<file path="src/rtl/seq_det_pkg.sv">
// Shared types and default parameter values for the sequence-detector event logger.
package seq_det_pkg;

  typedef enum logic [1:0] {
    IDLE  = 2'd0,
    ARMED = 2'd1,
    DONE  = 2'd2
  } log_state_t;

  localparam int unsigned TS_W_DEF   = 16;
  localparam int unsigned CNT_W_DEF  = 8;
  localparam int unsigned DEPTH_DEF  = 4;
  localparam int unsigned MAX_EV_DEF = 0;

endpackage

</file>
<file path="src/rtl/seq_det_ts_fifo.sv">
// Synchronous FIFO for event stamps. A write to a full FIFO is accepted only
// when a pop happens in the same cycle. There is no write-to-read bypass.
module seq_det_ts_fifo #(
  parameter int unsigned W     = 16,
  parameter int unsigned DEPTH = 4
) (
  input  logic         Clk,
  input  logic         Rst,
  input  logic         Wr_En,
  input  logic [W-1:0] Wr_Data,
  input  logic         Rd_En,
  output logic [W-1:0] Rd_Data,
  output logic         Full,
  output logic         Empty
);

  localparam int unsigned AW = (DEPTH > 1) ? $clog2(DEPTH) : 1;
  localparam int unsigned CW = AW + 1;

  logic [W-1:0]  mem_q [DEPTH];
  logic [W-1:0]  mem_d [DEPTH];
  logic [AW-1:0] wr_ptr_q, wr_ptr_d;
  logic [AW-1:0] rd_ptr_q, rd_ptr_d;
  logic [CW-1:0] count_q, count_d;
  logic          do_wr, do_rd;

  assign Full    = (count_q == CW'(DEPTH));
  assign Empty   = (count_q == '0);
  assign Rd_Data = Empty ? '0 : mem_q[rd_ptr_q];

  // Next-state for storage, pointers and occupancy.
  always_comb begin
    mem_d    = mem_q;
    wr_ptr_d = wr_ptr_q;
    rd_ptr_d = rd_ptr_q;
    count_d  = count_q;
    do_rd    = Rd_En && !Empty;
    do_wr    = Wr_En && (!Full || do_rd);
    if (do_wr) begin
      mem_d[wr_ptr_q] = Wr_Data;
      wr_ptr_d        = wr_ptr_q + AW'(1);
    end
    if (do_rd) begin
      rd_ptr_d = rd_ptr_q + AW'(1);
    end
    case ({do_wr, do_rd})
      2'b10:   count_d = count_q + CW'(1);
      2'b01:   count_d = count_q - CW'(1);
      default: count_d = count_q;
    endcase
  end

  // State registers; reset discards all queued entries.
  always_ff @(posedge Clk) begin
    if (Rst) begin
      for (int i = 0; i < int'(DEPTH); i++) mem_q[i] <= '0;
      wr_ptr_q <= '0;
      rd_ptr_q <= '0;
      count_q  <= '0;
    end else begin
      mem_q    <= mem_d;
      wr_ptr_q <= wr_ptr_d;
      rd_ptr_q <= rd_ptr_d;
      count_q  <= count_d;
    end
  end

endmodule

</file>
<file path="src/rtl/seq_det_event_logger.sv">
// Event logger for the sequence-detector output: counts Det cycles while armed,
// stamps each with a free-running timestamp and queues the stamp in a FIFO
// drained through a ready/valid port.
// Optional feature: define SEQ_LOG_GAP_EN to store the cycles elapsed since the
// previous event (or since Start) instead of the absolute timestamp.
module seq_det_event_logger
  import seq_det_pkg::*;
#(
  parameter int unsigned TS_W   = TS_W_DEF,
  parameter int unsigned CNT_W  = CNT_W_DEF,
  parameter int unsigned DEPTH  = DEPTH_DEF,
  parameter int unsigned MAX_EV = MAX_EV_DEF
) (
  input  logic             Clk,
  input  logic             Rst,
  input  logic             Det,
  input  logic             Start,
  input  logic             Stop,
  input  logic             Rd_Ready,
  output logic             Rd_Valid,
  output logic [TS_W-1:0]  Rd_Data,
  output logic [CNT_W-1:0] Ev_Count,
  output logic             Ovf,
  output logic             Busy
);

  log_state_t       state_q, state_d;
  logic [TS_W-1:0]  ts_q, ts_d;
  logic [CNT_W-1:0] ev_count_q, ev_count_d;
  logic             ovf_q, ovf_d;
  logic             arm;
  logic             log_ev;
  logic             pop;
  logic [TS_W-1:0]  wr_data;
  logic             fifo_full, fifo_empty;
`ifdef SEQ_LOG_GAP_EN
  logic [TS_W-1:0]  gap_q, gap_d;
`endif

  assign Rd_Valid = !fifo_empty;
  assign Busy     = (state_q == ARMED);
  assign Ev_Count = ev_count_q;
  assign Ovf      = ovf_q;

  // Capture FSM, event counter, overflow flag and timestamp next-state.
  always_comb begin
    state_d    = state_q;
    ts_d       = ts_q + TS_W'(1);
    ev_count_d = ev_count_q;
    ovf_d      = ovf_q;
    arm        = 1'b0;
    log_ev     = 1'b0;
    pop        = Rd_Ready && !fifo_empty;
    case (state_q)
      IDLE, DONE: begin
        // Stop wins over a simultaneous Start.
        if (Start && !Stop) begin
          state_d    = ARMED;
          arm        = 1'b1;
          ev_count_d = '0;
          ovf_d      = 1'b0;
        end
      end
      ARMED: begin
        log_ev = Det;
        if (Det) begin
          if (ev_count_q != {CNT_W{1'b1}}) ev_count_d = ev_count_q + CNT_W'(1);
          if (fifo_full && !pop) ovf_d = 1'b1;
        end
        if (Stop) begin
          state_d = DONE;
        end else if ((MAX_EV != 0) && Det && (ev_count_d == CNT_W'(MAX_EV))) begin
          state_d = DONE;
        end
      end
      default: state_d = IDLE;
    endcase
  end

  // Entry payload: absolute stamp, or saturating gap since the last reference.
  always_comb begin
`ifdef SEQ_LOG_GAP_EN
    gap_d = gap_q;
    if (gap_q != {TS_W{1'b1}}) gap_d = gap_q + TS_W'(1);
    // Start and every event (logged or dropped) restart the reference.
    if (arm || log_ev) gap_d = TS_W'(1);
    wr_data = gap_q;
`else
    wr_data = ts_q;
`endif
  end

  // State registers with synchronous reset.
  always_ff @(posedge Clk) begin
    if (Rst) begin
      state_q    <= IDLE;
      ts_q       <= '0;
      ev_count_q <= '0;
      ovf_q      <= 1'b0;
`ifdef SEQ_LOG_GAP_EN
      gap_q      <= '0;
`endif
    end else begin
      state_q    <= state_d;
      ts_q       <= ts_d;
      ev_count_q <= ev_count_d;
      ovf_q      <= ovf_d;
`ifdef SEQ_LOG_GAP_EN
      gap_q      <= gap_d;
`endif
    end
  end

  seq_det_ts_fifo #(
    .W     (TS_W),
    .DEPTH (DEPTH)
  ) u_fifo (
    .Clk     (Clk),
    .Rst     (Rst),
    .Wr_En   (log_ev),
    .Wr_Data (wr_data),
    .Rd_En   (Rd_Ready),
    .Rd_Data (Rd_Data),
    .Full    (fifo_full),
    .Empty   (fifo_empty)
  );

endmodule
</file>
<file path="config.mk">
export PLATFORM = sky130hd
export DESIGN_NAME = seq_det_event_logger
export DESIGN_NICKNAME = d
export VERILOG_FILES = /design/src/rtl/seq_det_pkg.sv /design/src/rtl/seq_det_ts_fifo.sv /design/src/rtl/seq_det_event_logger.sv
export SDC_FILE = /design/constraint.sdc
export NUM_CORES = 1
export LEC_CHECK = 0
export CAP_MARGIN = 20
export CORE_MARGIN = 5
export CORE_UTILIZATION = 25
export DETAILED_ROUTE_END_ITERATION = 16
export MAX_ROUTING_LAYER = met4
export SYNTH_ARGS = -nofsm -noshare
export SYNTH_HDL_FRONTEND = slang
export SYNTH_SLANG_ARGS = --single-unit
</file>
<file path="constraint.sdc">
create_clock -name Clk -period 6.42 [get_ports Clk]
set_clock_uncertainty 0.2 [all_clocks]
set_input_delay 1.284 -clock Clk [delete_from_list [all_inputs] [get_ports Clk]]
set_output_delay 1.284 -clock Clk [all_outputs]
set_load 0.01 [all_outputs]
</file>
==> metrics.cfg, run 1 <==
[sta]
rsz0062_at_grt=false
timing.fmax_mhz=242
tns_ns=0
tightest_slew_ns=1.02
hold_violations=0
fin_crit_ns=4.13
setup_viol=0
relSlewSlack_pct=31.7
final_max_slew_viol_count=0
hold_ws_ns=0.290
fin_crit_sh_pct=64.4

[layout]
area_growth_pct=16.2
mostFrequentLayoutCells=dfxtp_1, nor2_1, mux2i_1
fin_cells=686
fin_util_pct=29.4
final_common_cell=dfxtp_1
post_route_cells_drive_above_1_share_pct=10.3
nets=466
diodes=0

[clock_tree]
cts_tree=yes
cts_hold_buf=0
path_clk_slew_ns=0.07
clkSinkCount=98
cts_max_path_buffers=2
root_buffer=clkbuf_16
post_cts_buffers=0
clkLatencyLatePin_ns=0.35
postCtsResizedCells=0
numCtsBuffers=9
cts_max_level=3

[synth]
yosysTopAreaCellShare_pct=43.5
ys_ff_latch=98
netlist_instances=437
syn-num-nets=451
synth_area_um2=4510
synth.avg_cell_area_um2=10.3
synth-edff-count=0
synth_area_leaders=dfxtp_1, mux2i_1, mux4_2
synth_top_cell_by_area=dfxtp_1
synth_cell_types=51
ys_async_sr_fraction_pct=0
yosysSeqAreaShare_pct=43.5
synth_warnings=0
yosys_most_used_dff=dfxtp_1

[global_route]
grt_pass1_wl_um=15400
grt_pass1_vias=3149
grt_max_degree=53
grtUsageTotal_pct=9.66
antenna_found_initial=0
grt_overflow_total=0

[worst_hold_path]
hold_path.class=reg2reg
min_from=Ovf
min_to=Ovf
whs_path_depth=1

[status]
status=complete, no violations

[power_and_ir_drop]
powerDensity_nw_per_um2=248
ir_drop_mv=0.139
p_leak_uw=0.00223

[floorplan]
die-area_um2=20800
coreArea_um2=17800
ioPinCount=33
die_y_um=144
start_util_pct=25.3
std_cell_rows=49
die_w_um=144

[job]
max_cap_violations=0

[critical_path]
crit_type=reg2out
arrival_ns=2.65
r2r_end=u_fifo.count_q[2]
crit_slowest_cell=dfxtp_1
critPathMaxFanout=10
r2r_start=u_fifo.count_q[0]
endpoint_kind=output pin
r2r_slack_ns=3.76
reg2reg_depth=8
start_kind=register
slowest_delay_ns=0.75
cp.required_ns=4.94
crit_chain=buf_4, mux4_2, and2_1, clkdlybuf4s50_1

[routing]
dr_total_vias=3108
ant_nets=0
routed_wl_um=9280
first_iter_violations=208
wl_per_cell_um=13.5
drcViolationCount=0
viasPerCell=4.53
drt_pass1_iterations=4

[place]
numPortBuffers=32
dp_hpwl_um=6120
placed_cells=670
routabilityCongestion=0.759

==> kinds of logic (layout without fill, tap and decap cells) <==
| logic type | Yosys count | after routing | share of synthesized area (%) |
|---|---|---|---|
| and+or+nand+nor | 158 | 158 | 17.9 |
| DFF | 98 | 98 | 43.5 |
| muxes | 83 | 83 | 22.9 |
| buffers and inverters | 43 | 63 | 5.99 |
| AOI/OAI and AO/OA | 33 | 33 | 4.58 |
| xor gates and xnor gates | 14 | 14 | 2.72 |
| adders and majority gates | 8 | 8 | 2.39 |
==> Yosys cell counts (4+ instances only) <==
| master | count |
|---|---|
| a21oi_1 | 13 |
| and2_1 | 18 |
| buf_12 | 4 |
| buf_2 | 8 |
| clkbuf_1 | 13 |
| dfxtp_1 | 98 |
| ha_1 | 7 |
| inv_1 | 13 |
| mux2i_1 | 64 |
| mux4_2 | 16 |
| nand2_1 | 9 |
| nand3_1 | 8 |
| nand3_4 | 4 |
| nor2_1 | 88 |
| nor2b_1 | 4 |
| o21ai_0 | 7 |
| or3_1 | 6 |
| xnor2_1 | 6 |
| xor2_1 | 8 |
==> report_power, final <==
part | switching (uW) | leakage (uW) | internal [uW]
clock | 250 | 0.000164 | 350
sequential | 12.4 | 0.000790 | 613
combinational | 44.2 | 0.00128 | 30.6
==> critical path: cells and delay by family, from the launching register on <==
family                 cells  cell delay [ns]
muxes                      1             0.54
and+or+nand+nor            1             0.17
buffers and inverters      2             0.83
DFF                        1             0.75
==> through the flow <==
step                      instance area, um2  total power, uW  worst slack (ns)
after detailed placement                4910              716              2.41
after CTS                               5240             1320              2.21
after global routing                    5240             1340              2.12
final                                   5240             1300              2.29
after floorplan                         4510              694              2.98
after global placement                  4910              715              2.47
==> registers in the layout, summed over array words and instances, names as in the netlist <==
name,flops
Ev_Count,8
u_fifo.count_q,3
u_fifo.mem_q,64
u_fifo.wr_ptr_q,2
state_q,2
u_fifo.rd_ptr_q,2
ts_q,16
Ovf,1
==> per-layer routing <==
| layer | global-route usage (%) | vias to the layer above | part of all wire (%) |
|---|---|---|---|
| met4 | 5.60 | 0 | 3.0 |
| met5 | - | - | 0 |
| met3 | 1.55 | 19 | 3.2 |
| met1 | 11.0 | 1496 | 44 |
| li1 | - | 1540 | - |
| met2 | 16.1 | 53 | 50 |
==> worst max path at each step <==
stage,startpoint,to
2_1_floorplan,Rd_Ready,u_fifo.count_q[2]
3_3_place_gp,Rd_Ready,u_fifo.count_q[2]
3_5_place_dp,Rd_Ready,u_fifo.count_q[2]
4_1_cts,u_fifo.rd_ptr_q[0],Rd_Data[14]
5_1_grt,u_fifo.rd_ptr_q[0],Rd_Data[5]
6_report,u_fifo.rd_ptr_q[0],Rd_Data[14]
==> cell type report <==
type	count	area, um2
tap	229	287
multi-input combinational	296	2280
clock buffer	9	225
fill	1800	12600
clock inverter	7	109
timing repair buffer	34	330
sequential	98	1960
inverter	13	48.8
No activity file was read; power rests on OpenSTA's default activity.
==> inputs of run 2 (changes only) <==
==> constraint.sdc (replaced) <==
create_clock -name Clk -period 3.9 [get_ports Clk]
set_clock_uncertainty 0.2 [all_clocks]
set_input_delay 0.78 -clock Clk [delete_from_list [all_inputs] [get_ports Clk]]
set_output_delay 0.78 -clock Clk [all_outputs]
set_load 0.01 [all_outputs]
==> metrics.cfg, run 2 (synthesized netlist as in run 1, its figures left out) <==
[power_and_ir_drop]
powerDensity_nw_per_um2=385
ir_drop_mv=0.201
p_leak_uw=0.00223

[routing]
first_iter_violations=158
wl_per_cell_um=13.5
drcViolationCount=0
drt_pass1_iterations=4
routed_wl_um=9340
viasPerCell=4.49
dr_total_vias=3091
ant_nets=0

[sta]
hold_violations=0
relSlewSlack_pct=49.9
timing.fmax_mhz=305
rsz0062_at_grt=false
fin_crit_sh_pct=84.1
setup_ws_ns=0.622
setup_viol=0
final_max_slew_viol_count=0
tns_ns=0
tightest_slew_ns=0.752
fin_crit_ns=3.28
hold_ws_ns=0.294

[floorplan]
ioPinCount=33
start_util_pct=25.3
die-area_um2=20800
die_w_um=144
std_cell_rows=49
coreArea_um2=17800
die_y_um=144

[clock_tree]
post_cts_buffers=0
numCtsBuffers=9
clkSinkCount=98
cts_tree=yes
root_buffer=clkbuf_16
postCtsResizedCells=0
clkLatencyLatePin_ns=0.34
cts_max_path_buffers=2
cts_hold_buf=0
cts_max_level=3
path_clk_slew_ns=0.07

[critical_path]
r2r_end=u_fifo.count_q[2]
r2r_start=u_fifo.count_q[0]
critPathMaxFanout=16
arrival_ns=2.30
reg2reg_depth=8
r2r_slack_ns=1.26
start_kind=register
cp.required_ns=2.92
crit_type=reg2out
endpoint_kind=output pin

[global_route]
grtUsageTotal_pct=9.72
grt_overflow_total=0
grt_pass1_wl_um=15700
grt_pass1_vias=3222
grt_max_degree=43
antenna_found_initial=0

[layout]
regMostFlops=u_fifo.mem_q
nets=469
largest_reg_flops=64
mostFrequentLayoutCells=dfxtp_1, nor2_1, mux2i_1
diodes=0
final_common_cell=dfxtp_1
area_growth_pct=15.8
seq_area_um2=1960
multi_input_area_um2=2280
post_route_cells_drive_above_1_share_pct=10.9
fillers=1803

[worst_hold_path]
hold_path.class=reg2reg
min_from=u_fifo.mem_q[30]
min_to=u_fifo.mem_q[30]
whs_path_depth=2

[job]
max_cap_violations=0

[place]
numPortBuffers=32
dp_hpwl_um=6380
routabilityCongestion=0.725
place_ws_ns=0.427

[status]
status=complete, no violations

==> run 2: cell count changes in the layout (fill, tap and decap cells not counted), sizes merged <==
cell / delta
clkbuf: +1
clkinv: -1
buf: +3
inv: +1
clkinvlp: +1
bufinv: -2
==> run 2: cell type report <==
class	instances	share of cell area, %
multi-input cells	296	43.6
flip-flops and latches	98	37.6
repair buffers	37	6.75
well taps	229	5.49
clock buffers	10	4.57
clock inverters	6	1.08
inverters	13	0.934
==> run 2: metal layers <==
metal | global-route usage (%) | up-vias | part of all wire (%)
met2 | 16.4 | 37 | 50
met5 | - | - | 0
met1 | 11.3 | 1486 | 45
met4 | 5.01 | 0 | 2.4
li1 | - | 1553 | -
met3 | 1.22 | 15 | 2.4
==> run 2: worst max-delay path by stage <==
stage | from | to | slack [ns] | cells past startpoint
2_1_floorplan | Rd_Ready | u_fifo.count_q[2] | 0.96 | 9
5_1_grt | u_fifo.rd_ptr_q[0] | Rd_Data[1] | 0.45 | 4
4_1_cts | u_fifo.rd_ptr_q[0] | Rd_Data[15] | 0.56 | 4
6_report | u_fifo.rd_ptr_q[0] | Rd_Data[15] | 0.62 | 4
3_3_place_gp | Rd_Ready | u_fifo.count_q[2] | 0.44 | 9
3_5_place_dp | Rd_Ready | u_fifo.count_q[2] | 0.43 | 9
==> run 2: report_power, final <==
| part | total [uW] | leakage, uW | internal, uW | switching (uW) |
|---|---|---|---|---|
| clock | 858 | 0.000144 | 464 | 394 |
| combinational | 130 | 0.00130 | 51.7 | 78.1 |
| sequential | 1020 | 0.000790 | 1010 | 13.3 |
==> run 2: per-stage QoR <==
step	utilization [%]	cell area [um2]	cells	power [uW]
after detailed placement	27.6	4930	673	1180
after CTS	29.3	5220	689	2050
after global placement	27.6	4930	673	1180
after floorplan	-	4510	437	1140
after global routing	29.3	5220	689	2110
final	29.3	5220	689	2010
==> run 2: worst max-delay path, cell delays in order, from the launching register on <==
cell	delay, ns
dfxtp_1	0.38
buf_4	0.35
mux4_2	0.54
and2_1	0.20
clkdlybuf4s50_1	0.49
